[src/rtl/tlul_rr_arbiter_m1_pkg.sv]
// ============================================================================
// Module      : tlul_rr_arbiter_m1_pkg
// Description : TL-UL channel structures shared by the round-robin arbiter
//               and its surroundings (A channel + d_ready host->device,
//               D channel + a_ready device->host).
// Revision    : 1.0 - initial release
// ============================================================================
`default_nettype none

package tlul_rr_arbiter_m1_pkg;

    // Host-to-device: A-channel request plus the D-channel ready
    typedef struct packed {
        logic        a_valid;
        logic [2:0]  a_opcode;
        logic [2:0]  a_param;
        logic [1:0]  a_size;
        logic [7:0]  a_source;
        logic [31:0] a_address;
        logic [3:0]  a_mask;
        logic [31:0] a_data;
        logic        d_ready;
    } tl_h2d_t;

    // Device-to-host: D-channel response plus the A-channel ready
    typedef struct packed {
        logic        d_valid;
        logic [2:0]  d_opcode;
        logic [2:0]  d_param;
        logic [1:0]  d_size;
        logic [7:0]  d_source;
        logic        d_sink;
        logic [31:0] d_data;
        logic        d_error;
        logic        a_ready;
    } tl_d2h_t;

endpackage

`default_nettype wire

[src/rtl/tlul_rr_arbiter_m1.sv]
// ============================================================================
// Module      : tlul_rr_arbiter_m1
// Description : M:1 TL-UL arbiter. Round-robin selection on the A channel
//               with a lock that freezes the winner until its handshake,
//               and an in-order tracking FIFO that steers each D-channel
//               response back to the host that issued the request.
// Revision    : 1.0 - initial release
// ============================================================================
`default_nettype none

module tlul_rr_arbiter_m1
    import tlul_rr_arbiter_m1_pkg::*;
#(
    parameter int M              = 2,
    parameter int MaxOutstanding = 4,
    parameter int IdxW           = $clog2(M),
    parameter int CntW           = $clog2(MaxOutstanding + 1)
) (
    input  logic            clk_i,
    input  logic            rst_i,
    input  tl_h2d_t         tl_h_i [M],
    output tl_d2h_t         tl_h_o [M],
    output tl_h2d_t         tl_d_o,
    input  tl_d2h_t         tl_d_i,
    output logic [IdxW-1:0] grant_o,
    output logic [CntW-1:0] outstanding_o,
    output logic            unexpected_rsp_o
);

    localparam int c_PTR_W = $clog2(MaxOutstanding);

    // ------------------------------------------------------------------
    // State
    // ------------------------------------------------------------------
    logic [IdxW-1:0]    r_rr_ptr;
    logic               r_lock;
    logic [IdxW-1:0]    r_lock_idx;
    logic [IdxW-1:0]    r_grant;
    logic [IdxW-1:0]    r_fifo [MaxOutstanding];
    logic [c_PTR_W-1:0] r_wptr;
    logic [c_PTR_W-1:0] r_rptr;
    logic [CntW-1:0]    r_count;

    // ------------------------------------------------------------------
    // Combinational signals
    // ------------------------------------------------------------------
    logic               w_any_valid;
    logic [IdxW-1:0]    w_rr_winner;
    logic [IdxW-1:0]    w_idx;
    logic [IdxW-1:0]    w_winner;
    logic [IdxW-1:0]    w_rr_next;
    logic [IdxW-1:0]    w_head;
    logic               w_full;
    logic               w_empty;
    logic               w_dev_a_valid;
    logic               w_push;
    logic               w_pop;

    // Round-robin search: scan from the far end so the candidate closest to
    // r_rr_ptr is the last one written and therefore wins.
    always_comb begin
        w_any_valid = 1'b0;
        w_rr_winner = r_rr_ptr;
        w_idx       = '0;
        for (int k = M - 1; k >= 0; k--) begin
            w_idx = IdxW'((int'(r_rr_ptr) + k) % M);
            if (tl_h_i[w_idx].a_valid) begin
                w_any_valid = 1'b1;
                w_rr_winner = w_idx;
            end
        end
    end

    assign w_full   = (r_count == CntW'(MaxOutstanding));
    assign w_empty  = (r_count == '0);
    assign w_winner = r_lock ? r_lock_idx : w_rr_winner;
    assign w_head   = r_fifo[r_rptr];

    // Reset also masks the combinational valids/readies so nothing is
    // offered or accepted while rst_i is held.
    assign w_dev_a_valid = tl_h_i[w_winner].a_valid & ~w_full & ~rst_i;
    assign w_push        = w_dev_a_valid & tl_d_i.a_ready;
    assign w_pop         = tl_d_i.d_valid & ~w_empty & tl_h_i[w_head].d_ready;
    assign w_rr_next     = (w_winner == IdxW'(M - 1)) ? '0 : w_winner + 1'b1;

    // With nobody requesting and no lock, the grant index holds its last value.
    assign grant_o          = (r_lock | w_any_valid) ? w_winner : r_grant;
    assign outstanding_o    = r_count;
    assign unexpected_rsp_o = tl_d_i.d_valid & w_empty & ~rst_i;

    // Device-side request: forward the winner, gate a_valid, pick d_ready.
    // An empty tracker sinks any stray response beat.
    always_comb begin
        tl_d_o         = tl_h_i[w_winner];
        tl_d_o.a_valid = w_dev_a_valid;
        tl_d_o.d_ready = w_empty ? 1'b1 : tl_h_i[w_head].d_ready;
    end

    // Host-side responses: D payload broadcast, d_valid only to the FIFO
    // head, a_ready only to the current winner.
    always_comb begin
        for (int i = 0; i < M; i++) begin
            tl_h_o[i]         = tl_d_i;
            tl_h_o[i].d_valid = tl_d_i.d_valid & ~w_empty & ~rst_i
                                & (w_head == IdxW'(i));
            tl_h_o[i].a_ready = tl_d_i.a_ready & ~w_full & ~rst_i
                                & (w_winner == IdxW'(i));
        end
    end

    // Arbitration state: round-robin pointer, lock flag/index, last grant.
    always_ff @(posedge clk_i or posedge rst_i) begin
        if (rst_i) begin
            r_rr_ptr   <= '0;
            r_lock     <= 1'b0;
            r_lock_idx <= '0;
            r_grant    <= '0;
        end else begin
            r_grant <= grant_o;
            if (w_push) begin
                r_rr_ptr <= w_rr_next;
                r_lock   <= 1'b0;
            end else if (w_dev_a_valid) begin
                r_lock     <= 1'b1;
                r_lock_idx <= w_winner;
            end
        end
    end

    // Tracking FIFO: records the host of every accepted request in order.
    always_ff @(posedge clk_i or posedge rst_i) begin
        if (rst_i) begin
            for (int i = 0; i < MaxOutstanding; i++) begin
                r_fifo[i] <= '0;
            end
            r_wptr <= '0;
            r_rptr <= '0;
        end else begin
            if (w_push) begin
                r_fifo[r_wptr] <= w_winner;
                r_wptr         <= r_wptr + 1'b1;
            end
            if (w_pop) begin
                r_rptr <= r_rptr + 1'b1;
            end
        end
    end

    // Outstanding counter: push and pop together leave it unchanged.
    always_ff @(posedge clk_i or posedge rst_i) begin
        if (rst_i) begin
            r_count <= '0;
        end else begin
            case ({w_push, w_pop})
                2'b10:   r_count <= r_count + 1'b1;
                2'b01:   r_count <= r_count - 1'b1;
                default: r_count <= r_count;
            endcase
        end
    end

endmodule

`default_nettype wire
[config.mk]
export PLATFORM = sky130hd
export DESIGN_NAME = tlul_rr_arbiter_m1
export DESIGN_NICKNAME = d
export VERILOG_FILES = /design/src/rtl/tlul_rr_arbiter_m1_pkg.sv /design/src/rtl/tlul_rr_arbiter_m1.sv
export SDC_FILE = /design/constraint.sdc
export NUM_CORES = 1
export LEC_CHECK = 0
export CAP_MARGIN = 20
export CORE_AREA = 2 2 162 164
export DETAILED_ROUTE_END_ITERATION = 10
export DIE_AREA = 0 0 164 166
export PLACE_DENSITY = 0.54
export SYNTH_ARGS = -nofsm -noshare
export SYNTH_HDL_FRONTEND = slang
export SYNTH_SLANG_ARGS = --single-unit
export TNS_END_PERCENT = 100
[constraint.sdc]
create_clock -name clk_i -period 7 [get_ports clk_i]
set_input_delay 2.1 -clock clk_i [delete_from_list [all_inputs] [get_ports clk_i]]
set_output_delay 2.1 -clock clk_i [all_outputs]
set_load 0.03 [all_outputs]
==> impl_results.md <==
- Status: completed
- M1 GR Usage: 0.0775
- Antenna Diode Count: 0
- Critical-path maximum fanout: 56
- CP Data Arrival Time: 4490 ps
- Post_cts resized: 0
- # hold bufs at CTS: 0
- HP Class: reg -> reg
- Routing usage on met2: 0.104
- DP Wirelength: 8.94 mm
- Initial core utilization: 0.116
- Pwr/cell area: 292 mW/mm^2
- Vias in the first global route: around 2600
- Die Y: ~170 um
- Commonest cells after routing, fill and taps aside: 267 x clkdlybuf4s50_1, 61 x mux2_4, 29 x mux2_2, 15 x dfrtp_1, 11 x nor2_1
- Number of max-cap violations: 0
- GRT met3 Usage: 0.0475
- Slew HR: 0.679
- Synth async-reset ratio: 1.00
- Num CTS Buffers: 3
- Distinct cells, synth: 33
- Final Skew: 1.15 ps
- Sequential share of the synthesized area: 0.127
- Initial antenna violation count: 0
- Worst setup margin: 406 ps
- Critical path class: in -> out
- DRT Wirelength: approximately 10 mm
- DRT antenna net count: 0
- Pre-CTS setup slack: between 300 and 400 ps
- Global-route wire length before repair: 14.8 mm
- Worst Setup End Kind: primary output
- Seq cells post-synth: 15
- PortBufs: 270
- Initial drt markers: 45
- Worst-margin pin slew: just under 500 ps
- EDFF count, synth: 0
- Full die area: 0.0272 sq mm
- Syn_area_per_cell: 10.2 sq um
- Router iterations before antenna repair: 4
- Final setup TNS: 0 ps
- TritonCTS clock tree: yes
- Tcrit/Tclk final: 0.942
- Peak supply drop: about 0.20 mV
- Largest net degree at the start of global routing: 57
- Share of layout cells above drive strength 1: 0.222
- CTS sink cnt: 15
- Data required, critical path: 4900 ps
- CORE AREA: about 0.026 sq mm
- Die X: 164 um
- RSZ-0062 raised after global routing: no
- Synth Instances: about 290
- Most common cell after layout, fill and taps aside: clkdlybuf4s50_1
- Synth warn: 0
- Nets: a little under 700
- Syn Std Cell Area: 0.00296 sq mm
- Root Buffer: clkbuf_16
- Worst-path clk slew: ~50 ps
- Global-route usage over all layers: 0.0679
- Top FF cell, synth: dfrtp_1
- Fin crit period: 6590 ps
- Routed via count: 2586
- CP Launch Type: primary input
- Slew Limit Fails: 0
- Max Clk Rate: between 150 and 200 MHz
- Routability Congestion: slightly below 0.7
- Ports: 421
- Worst-skew pair later-pin latency: roughly 240 ps
- Final Hold Vio Count: 0
- GRT Residual Overflow: 0
- Clock buffer depth: 2
- Leak pwr: 2.13 nW
- Global route hottest layer: met2
- Syn Nets: 523
- Setup Buffers After CTS: 0
- Htree depth: 1
- Avg WL per Cell: around 13 um
- Final setup viols: 0
- Layout area overhead: 80.5%
- Via density per instance: 3.28
- DRC viols: 0
- Row count: 59
-- critical path, cell delays in order --
cell and delay, ps:
clkdlybuf4s50_1 610, o21bai_1 160, o21ai_4 230, buf_12 320, mux2_2 390, clkdlybuf4s50_1 590
-- kinds of logic after synthesis --
| kind of cell | share of synthesized area |
|---|---|
| DFF | 0.127 |
| AOI/OAI and AO/OA | 0.0295 |
| and+or+nand+nor | 0.0528 |
| buffers and inverters | 0.302 |
| muxes | 0.446 |
| adders and majority gates | 0.0279 |
| xor gates and xnor gates | 0.0148 |
-- cell type report --
cell class / count / area, sq um
clock buffer: 4 / 78.8
fill: 2804 / 20300
inverter: 8 / 30.0
multi-input combinational: 154 / 1700
sequential: 15 / 375
tap: 335 / 419
timing repair buffer: 273 / 2740
-- power by group --
part | switching [mW] | leakage, nW | internal, mW
combinational | 0.631 | 1.91 | 0.657
sequential | 0.0362 | 0.180 | 0.127
clock | 0.0330 | 0.0382 | 0.0770
-- metrics by stage --
step	area [sq um]	cells	hold WS [ps]	power [mW]	util
2_1_floorplan	2960	291	469	1.12	-
3_3_place_gp	5270	785	484	1.46	0.206
3_5_place_dp	5270	785	490	1.46	0.206
4_1_cts	5350	789	504	1.58	0.209
5_1_grt	5350	789	524	1.65	0.209
6_report	5350	789	504	1.56	0.209
-- synthesized netlist by cell type, types with 2 or more instances --
| master | count | area share |
|---|---|---|
| nor3_1 | 2 | 0.0034 |
| dfrtp_1 | 15 | 0.13 |
| nor2_1 | 11 | 0.014 |
| buf_4 | 101 | 0.26 |
| mux2_4 | 61 | 0.31 |
| nor3b_1 | 4 | 0.010 |
| mux2i_1 | 8 | 0.027 |
| o21ai_0 | 3 | 0.0051 |
| xor2_1 | 3 | 0.0089 |
| nor2b_1 | 2 | 0.0042 |
| ha_1 | 5 | 0.021 |
| nand2_1 | 6 | 0.0076 |
| o31ai_1 | 2 | 0.0051 |
| xnor2_1 | 2 | 0.0059 |
| inv_1 | 7 | 0.0089 |
| buf_2 | 4 | 0.0068 |
| buf_6 | 7 | 0.027 |
| nand3_1 | 5 | 0.0084 |
| mux2_2 | 29 | 0.11 |
-- path summary, 6_finish.rpt --
path	from	to	slack [ps]	cells past startpoint
min in group asynchronous	rst_i	r_grant	2350	3
hold / removal	r_grant	r_grant	500	1
max in group asynchronous	rst_i	r_rr_ptr	4480	3
hold reg to reg	r_grant	r_grant	500	1
setup / recovery	tl_h_i[85]	tl_d_o[72]	410	6
setup reg to reg	outstanding_o[0]	outstanding_o[2]	4610	10
-- registers in the layout (all words and copies together) (netlist names) --
register	cells
r_grant	1
outstanding_o	3
r_rptr	2
r_rr_ptr	1
r_fifo	4
r_wptr	2
r_lock	1
r_lock_idx	1
-- metal layers --
metal	vias to the layer above	part of all wire
li1	1212	-
met1	1118	0.38
met2	244	0.42
met3	10	0.19
met4	2	0.0047
met5	-	0.0075
No activity file was read; power rests on OpenSTA's default activity.
